==> src/rtl/mux4_sel_arbiter_if.sv <==
// mux4_sel_arbiter_if
//   Bundles the request/accept handshake between the requesters, the
//   arbiter and the mux4_1 select path.
//   req   [3:0]  per-channel request (bit i -> mux input a/b/c/d)
//   ready        downstream accepts the current selection
//   sel   [1:0]  registered mux select
//   gnt   [3:0]  registered one-hot grant (0 while not valid)
//   valid        sel holds a granted channel
//   master : requester/downstream side (drives req, ready)
//   slave  : arbiter side (drives sel, gnt, valid)
interface mux4_sel_arbiter_if;
    logic [3:0] req;
    logic       ready;
    logic [1:0] sel;
    logic [3:0] gnt;
    logic       valid;

    modport master (output req, output ready, input sel, input gnt, input valid);
    modport slave  (input req, input ready, output sel, output gnt, output valid);
endinterface

==> src/rtl/mux4_sel_arbiter.sv <==
// mux4_sel_arbiter
//   Round-robin arbiter producing the select for a mux4_1. A grant is
//   sticky until accepted (valid & ready); on accept the search pointer
//   moves past the accepted channel and a new grant is issued in the same
//   cycle if anything is requesting, so grants run back to back.
//   Optional feature: define MUX4_BURST_EN to let the current channel keep
//   the grant for up to BURST_LEN accepted beats while it keeps requesting.
// Ports
//   clk   : clock, all state on rising edge
//   rst   : synchronous active-high reset
//   bus   : mux4_sel_arbiter_if.slave (req, ready in; sel, gnt, valid out)
// Parameters
//   BURST_LEN : max beats per grant, 1-16 (only with MUX4_BURST_EN)
module mux4_sel_arbiter #(
    parameter int unsigned BURST_LEN = 4
) (
    input  logic                  clk,
    input  logic                  rst,
    mux4_sel_arbiter_if.slave     bus
);
    typedef enum logic {S_IDLE = 1'b0, S_GRANT = 1'b1} state_t;

    state_t     r_state, w_state_n;
    logic [1:0] r_sel,   w_sel_n;
    logic [3:0] r_gnt,   w_gnt_n;
    logic [1:0] r_ptr,   w_ptr_n;
    logic       w_accept;
`ifdef MUX4_BURST_EN
    logic [3:0] r_cnt,   w_cnt_n;
    logic       w_hold;
`endif

    // First set bit of req searching upward from ptr, modulo 4. Walking
    // the offsets from far to near lets the nearest hit win.
    function automatic logic [1:0] f_pick(input logic [3:0] req, input logic [1:0] ptr);
        logic [1:0] idx;
        f_pick = ptr;
        for (int k = 3; k >= 0; k--) begin
            idx = ptr + 2'(k);
            if (req[idx]) f_pick = idx;
        end
    endfunction

    assign w_accept = (r_state == S_GRANT) && bus.ready;

`ifdef MUX4_BURST_EN
    // Same channel keeps the bus while it still requests and the burst
    // has beats left; the count tracks beats already accepted.
    assign w_hold = w_accept && bus.req[r_sel] && (r_cnt < 4'(BURST_LEN - 1));
`endif

    // State register
    always_ff @(posedge clk) begin
        if (rst) begin
            r_state <= S_IDLE;
            r_sel   <= 2'b00;
            r_gnt   <= 4'b0000;
            r_ptr   <= 2'b00;
`ifdef MUX4_BURST_EN
            r_cnt   <= 4'd0;
`endif
        end else begin
            r_state <= w_state_n;
            r_sel   <= w_sel_n;
            r_gnt   <= w_gnt_n;
            r_ptr   <= w_ptr_n;
`ifdef MUX4_BURST_EN
            r_cnt   <= w_cnt_n;
`endif
        end
    end

    // Next-state logic
    always_comb begin
        logic [1:0] arb_ptr;
        logic [1:0] pick;
        w_state_n = r_state;
        w_sel_n   = r_sel;
        w_gnt_n   = r_gnt;
        w_ptr_n   = r_ptr;
        arb_ptr   = r_ptr;
        pick      = 2'b00;
`ifdef MUX4_BURST_EN
        w_cnt_n   = r_cnt;
`endif
        case (r_state)
            S_IDLE: begin
                pick = f_pick(bus.req, r_ptr);
                if (bus.req != 4'b0000) begin
                    w_state_n = S_GRANT;
                    w_sel_n   = pick;
                    w_gnt_n   = 4'b0001 << pick;
                end else begin
                    w_gnt_n   = 4'b0000;
                end
            end
            S_GRANT: begin
                if (w_accept) begin
`ifdef MUX4_BURST_EN
                    if (w_hold) begin
                        w_cnt_n = r_cnt + 4'd1;
                    end else begin
                        w_cnt_n = 4'd0;
`endif
                        // Rotate past the accepted channel, then rearbitrate
                        // on the live req so new requests join immediately.
                        arb_ptr = r_sel + 2'd1;
                        w_ptr_n = arb_ptr;
                        pick    = f_pick(bus.req, arb_ptr);
                        if (bus.req != 4'b0000) begin
                            w_sel_n = pick;
                            w_gnt_n = 4'b0001 << pick;
                        end else begin
                            w_state_n = S_IDLE;
                            w_gnt_n   = 4'b0000;
                        end
`ifdef MUX4_BURST_EN
                    end
`endif
                end
            end
            default: w_state_n = S_IDLE;
        endcase
    end

    // Outputs come straight from registers
    always_comb begin
        bus.sel   = r_sel;
        bus.gnt   = r_gnt;
        bus.valid = (r_state == S_GRANT);
    end
endmodule

==> src/flat_wrapper.sv <==
// flat-port wrapper written by rule: the top's interface ports become plain ports
module mux4_sel_arbiter_flat 
#(
    parameter int unsigned BURST_LEN = 4
)
  (clk, rst, bus_req, bus_ready, bus_sel, bus_gnt, bus_valid);
  mux4_sel_arbiter_if bus_i ();
  input  logic clk;
  input  logic rst;
  input wire logic [$bits(bus_i.req)-1:0] bus_req;
  input wire logic [$bits(bus_i.ready)-1:0] bus_ready;
  output wire logic [$bits(bus_i.sel)-1:0] bus_sel;
  output wire logic [$bits(bus_i.gnt)-1:0] bus_gnt;
  output wire logic [$bits(bus_i.valid)-1:0] bus_valid;
  assign bus_i.req = bus_req;
  assign bus_i.ready = bus_ready;
  assign bus_sel = bus_i.sel;
  assign bus_gnt = bus_i.gnt;
  assign bus_valid = bus_i.valid;
  mux4_sel_arbiter #(.BURST_LEN(BURST_LEN)) u_core (.clk(clk), .rst(rst), .bus(bus_i));
endmodule
==> config.mk <==
export PLATFORM = sky130hd
export DESIGN_NAME = mux4_sel_arbiter_flat
export DESIGN_NICKNAME = d
export VERILOG_FILES = /design/src/rtl/mux4_sel_arbiter_if.sv /design/src/rtl/mux4_sel_arbiter.sv /design/src/flat_wrapper.sv
export SDC_FILE = /design/constraint.sdc
export NUM_CORES = 1
export LEC_CHECK = 0
export BUFFER_PORTS_ARGS = -buffer_cell sky130_fd_sc_hd__buf_2
export CELL_PAD_IN_SITES_DETAIL_PLACEMENT = 0
export CELL_PAD_IN_SITES_GLOBAL_PLACEMENT = 1
export CORE_MARGIN = 2
export CORE_UTILIZATION = 36
export CTS_CLUSTER_DIAMETER = 200
export DETAILED_ROUTE_END_ITERATION = 10
export PLACE_DENSITY = 0.79
export SKIP_LAST_GASP = 1
export SLEW_MARGIN = 10
export SYNTH_ARGS = -nofsm -noshare
export SYNTH_HDL_FRONTEND = slang
export SYNTH_SLANG_ARGS = --single-unit
==> constraint.sdc <==
create_clock -name clk -period 2.1 [get_ports clk]
set_input_delay 0.105 -clock clk [delete_from_list [all_inputs] [get_ports clk]]
set_output_delay 0.105 -clock clk [all_outputs]
set_load 0.02 [all_outputs]
==> parameters.txt <==
Parameter                              Value

Run status
  Run status    completed

Place
  Sum of net half-perimeters after detailed placement    965 um
  Final Wtd Congestion    0.768
  Number of input and output port buffers inserted    13
  Worst Setup Slack post-DPL    457 ps
  Cell count after placement    102

Routing
  DRT iter0 DRCs    16
  Number of design rule violations left after detail routing    0
  Number of optimization iterations in the first detailed-route pass    4
  Vias per inst    5.77
  Final routed wirelength across all metal layers    1.29 mm
  Final ANT Viol Nets    0
  Post-DR wirelength/cell    12.2 um
  DR vias    612

Finish
  Synth-to-Final Area Change    14.0%
  Fill count    around 160
  Final std cells w/o fill    106
  Fraction of layout cells with a size suffix above 1    0.222
  Number of antenna diodes    0
  Final #Nets    98

STA
  Final setup violating endpoints    0
  Post-route worst setup slack    408 ps
  Worst rel slew slack    0.570
  Clock Skew    around 0.95 ps
  Setup_tns    0 ps
  Portion of the clock cycle consumed by the worst path in the final layout    0.806
  Unrepaired setup endpoints after global routing    no
  Final number of hold-violating endpoints    0
  Slew Limit Fails    0
  Minimum clock period after layout    1690 ps
  Worst hold margin    slightly below 100 ps
  Slew at the pin closest to its max-slew limit    645 ps
  FMAX    between 500 and 600 MHz

Pwr
  Power share of the combinational group    0.289
  Share of power burned in registers    0.434
  Leakage component of the power    0.296 nW
  Pwr Density    ~690 mW/mm^2
  Proportion of power drawn by the clock network    0.277
  Internal power consumption    315 uW
  Highest ir drop seen on vdd    423 uV
  Sw Pwr    ~160 uW
  Switching share of power    0.333

Run
  Max-cap violations    0

CTS
  Clock root buffer    sky130_fd_sc_hd__clkbuf_4
  Clk sinks    9
  Clock tree from TritonCTS    built
  Num CTS Buffers    3
  Clock insertion delay at the later pin of the skew report    260 ps
  Setup bufs post-CTS    0
  Cts hold-fix bufs    0
  Clock Path Buffers    2
  H-Tree Level Count    1
  Clk slew on worst S/H paths    60 ps
  # resized after CTS    0

Floorplanning
  Effective utilization at floorplan    0.389
  Area of the placeable core    0.00154 sq mm
  Number of core rows    14
  Total Die Area    0.00201 sq mm
  Floorplan die height    44.8 um
  IO Pins    14
  Width of the die    44.8 um

Yosys
  Cell count after synthesis    78
  Mux contribution to synthesized area    0.0167
  Top cell type by total area after synthesis    sky130_fd_sc_hd__dfxtp_1
  Complex-gate fraction of the synthesized area    0.332
  Number of storage elements in the synthesis netlist    9
  Dominant cells by area after synthesis    sky130_fd_sc_hd__dfxtp_1 30%, sky130_fd_sc_hd__nor2_1 6.9%, sky130_fd_sc_hd__a21oi_1 5.8%
  Simple logic cell fraction of the synthesized area    0.234
  Area share of xor/xnor cells in the synthesized design    0.0146
  Adder-cell share of the synthesized area    0
  Distinct cell type count of the synthesized netlist    33
  Most common library cells after synthesis    11 x sky130_fd_sc_hd__nor2_1, 9 x sky130_fd_sc_hd__dfxtp_1, 7 x sky130_fd_sc_hd__a21oi_1, 6 x sky130_fd_sc_hd__inv_1, 4 x sky130_fd_sc_hd__o22ai_1
  Area of the mapped netlist    between 500 and 600 sq um
  Dominant combinational cell family by area after synthesis    compound AO/OA/AOI/OAI gates
  Number of warnings reported in the yosys synthesis log    0
  Share of flip-flops with an asynchronous set or reset    0
  Syn Area/Cell    7.68 sq um
  Sequential share of the synthesized area    0.301
  Most common cell in the synthesized netlist    sky130_fd_sc_hd__nor2_1
  Post-synth EDFFs    0
  Number of nets in the synthesized netlist    85
  Post-synth top flop    sky130_fd_sc_hd__dfxtp_1
  Area share of the largest cell type after synthesis    0.301

Worst setup path
  Required time reported for the critical path endpoint    2270 ps
  Critical setup path kind    reg -> reg
  Critical path startpoint category    flip-flop
  Data arrival time at the worst-slack endpoint    1870 ps
  Path depth of the worst reg2reg path    4
  Reg-to-reg critical path startpoint    u_core.r_ptr[1]
  Kind of end point of the critical path    flip-flop
  End of the worst register-to-register path    u_core.bus.gnt[3]
  Max FO, Critical Path    7
  Worst R2R Setup Slack    410 ps

Worst hold path
  Hold crit path type    in -> reg
  Hold path cells    2
  Startpoint of the tightest hold check path    bus_ready
  Hold Path End    u_core.r_ptr[0]

Global routing
  Global-route wire length before repair    2.13 mm
  Pin count of the biggest net entering global routing    13
  Antenna violations before repair    0
  GRT Total Usage    0.145
  Vias in the first global route    slightly below 500
  Grt ovf    0
==> critical path, stage by stage, from the launching register on <==
cell,delay (ps)
sky130_fd_sc_hd__dfxtp_1,430
sky130_fd_sc_hd__o22ai_1,120
sky130_fd_sc_hd__a222oi_1,570
sky130_fd_sc_hd__a32oi_1,220
sky130_fd_sc_hd__a211oi_1,270
==> stage by stage <==
stage               cell area, sq um  power (mW)   util
floorplan                        599       0.311      -
finish                           683       0.473  0.443
global placement                 657       0.345  0.426
detailed placement               657       0.344  0.426
CTS                              683       0.480  0.443
global route                     683       0.504  0.443
==> power groups by stage <==
stage | Clock, mW | Sequential (mW) | Combinational [mW]
2_1_floorplan | 0 | 0.218 | 0.0933
3_3_place_gp | 0 | 0.209 | 0.137
3_5_place_dp | 0 | 0.209 | 0.135
4_1_cts | 0.138 | 0.205 | 0.137
5_1_grt | 0.144 | 0.208 | 0.152
6_report | 0.131 | 0.205 | 0.137
==> worst max path at each step <==
stage                              to  slack [ps]         startpoint  depth (start not counted)
floorplan           u_core.bus.gnt[0]         420  u_core.bus.sel[0]                          5
global placement    u_core.bus.gnt[3]         440         bus_req[0]                          6
detailed placement  u_core.bus.gnt[0]         460    u_core.r_ptr[1]                          5
CTS                 u_core.bus.gnt[0]         420    u_core.r_ptr[1]                          5
global route        u_core.bus.gnt[3]         260    u_core.r_ptr[1]                          4
finish              u_core.bus.gnt[3]         410    u_core.r_ptr[1]                          4
==> state kept, by name, summed over array words and instances, names as in the netlist <==
signal and flops:
u_core.bus.sel 2, u_core.r_ptr 2, u_core.bus.gnt 4, u_core.bus.valid 1
==> area by class of cell <==
| type | instances | area, sq um | area share |
|---|---|---|---|
| multi-input cells | 56 | 358 | 0.524 |
| flip-flops and latches | 9 | 180 | 0.264 |
| repair buffers | 14 | 72.6 | 0.106 |
| clock buffers | 4 | 26.3 | 0.0385 |
| inverters | 7 | 26.3 | 0.0385 |
| well taps | 16 | 20.0 | 0.0293 |
==> per-layer routing <==
metal | vias to the layer above | GRT usage | share of wire
met2 | 14 | 0.212 | 0.45
met4 | 0 | 0.0353 | 0
li1 | 315 | - | -
met1 | 283 | 0.199 | 0.50
met3 | 0 | 0.0600 | 0.057
met5 | - | 0 | 0
==> layout by cell type (no fill, tap or decap), types with 2 or more instances in the layout <==
cell | Yosys | routed
sky130_fd_sc_hd__a211oi_1 | 3 | 3
sky130_fd_sc_hd__o21ai_0 | 2 | 2
sky130_fd_sc_hd__dfxtp_1 | 9 | 9
sky130_fd_sc_hd__a311oi_1 | 3 | 3
sky130_fd_sc_hd__clkbuf_4 | 0 | 3
sky130_fd_sc_hd__o221ai_1 | 2 | 2
sky130_fd_sc_hd__nand2b_1 | 3 | 3
sky130_fd_sc_hd__nand3b_1 | 2 | 2
sky130_fd_sc_hd__buf_2 | 1 | 13
sky130_fd_sc_hd__o22ai_1 | 4 | 4
sky130_fd_sc_hd__nand2_1 | 2 | 2
sky130_fd_sc_hd__a32oi_1 | 2 | 2
sky130_fd_sc_hd__nand3_1 | 2 | 2
sky130_fd_sc_hd__a21oi_1 | 7 | 7
sky130_fd_sc_hd__inv_1 | 6 | 6
sky130_fd_sc_hd__nor2_1 | 11 | 11
==> cells by family after synthesis <==
logic type             Yosys count
XOR/XNOR                         1
flip-flops                       9
multiplexers                     1
buffers and inverters           13
AO/OA/AOI/OAI                   27
AND/OR/NAND/NOR                 27
Note: power is estimated with default switching activity, not from simulation.
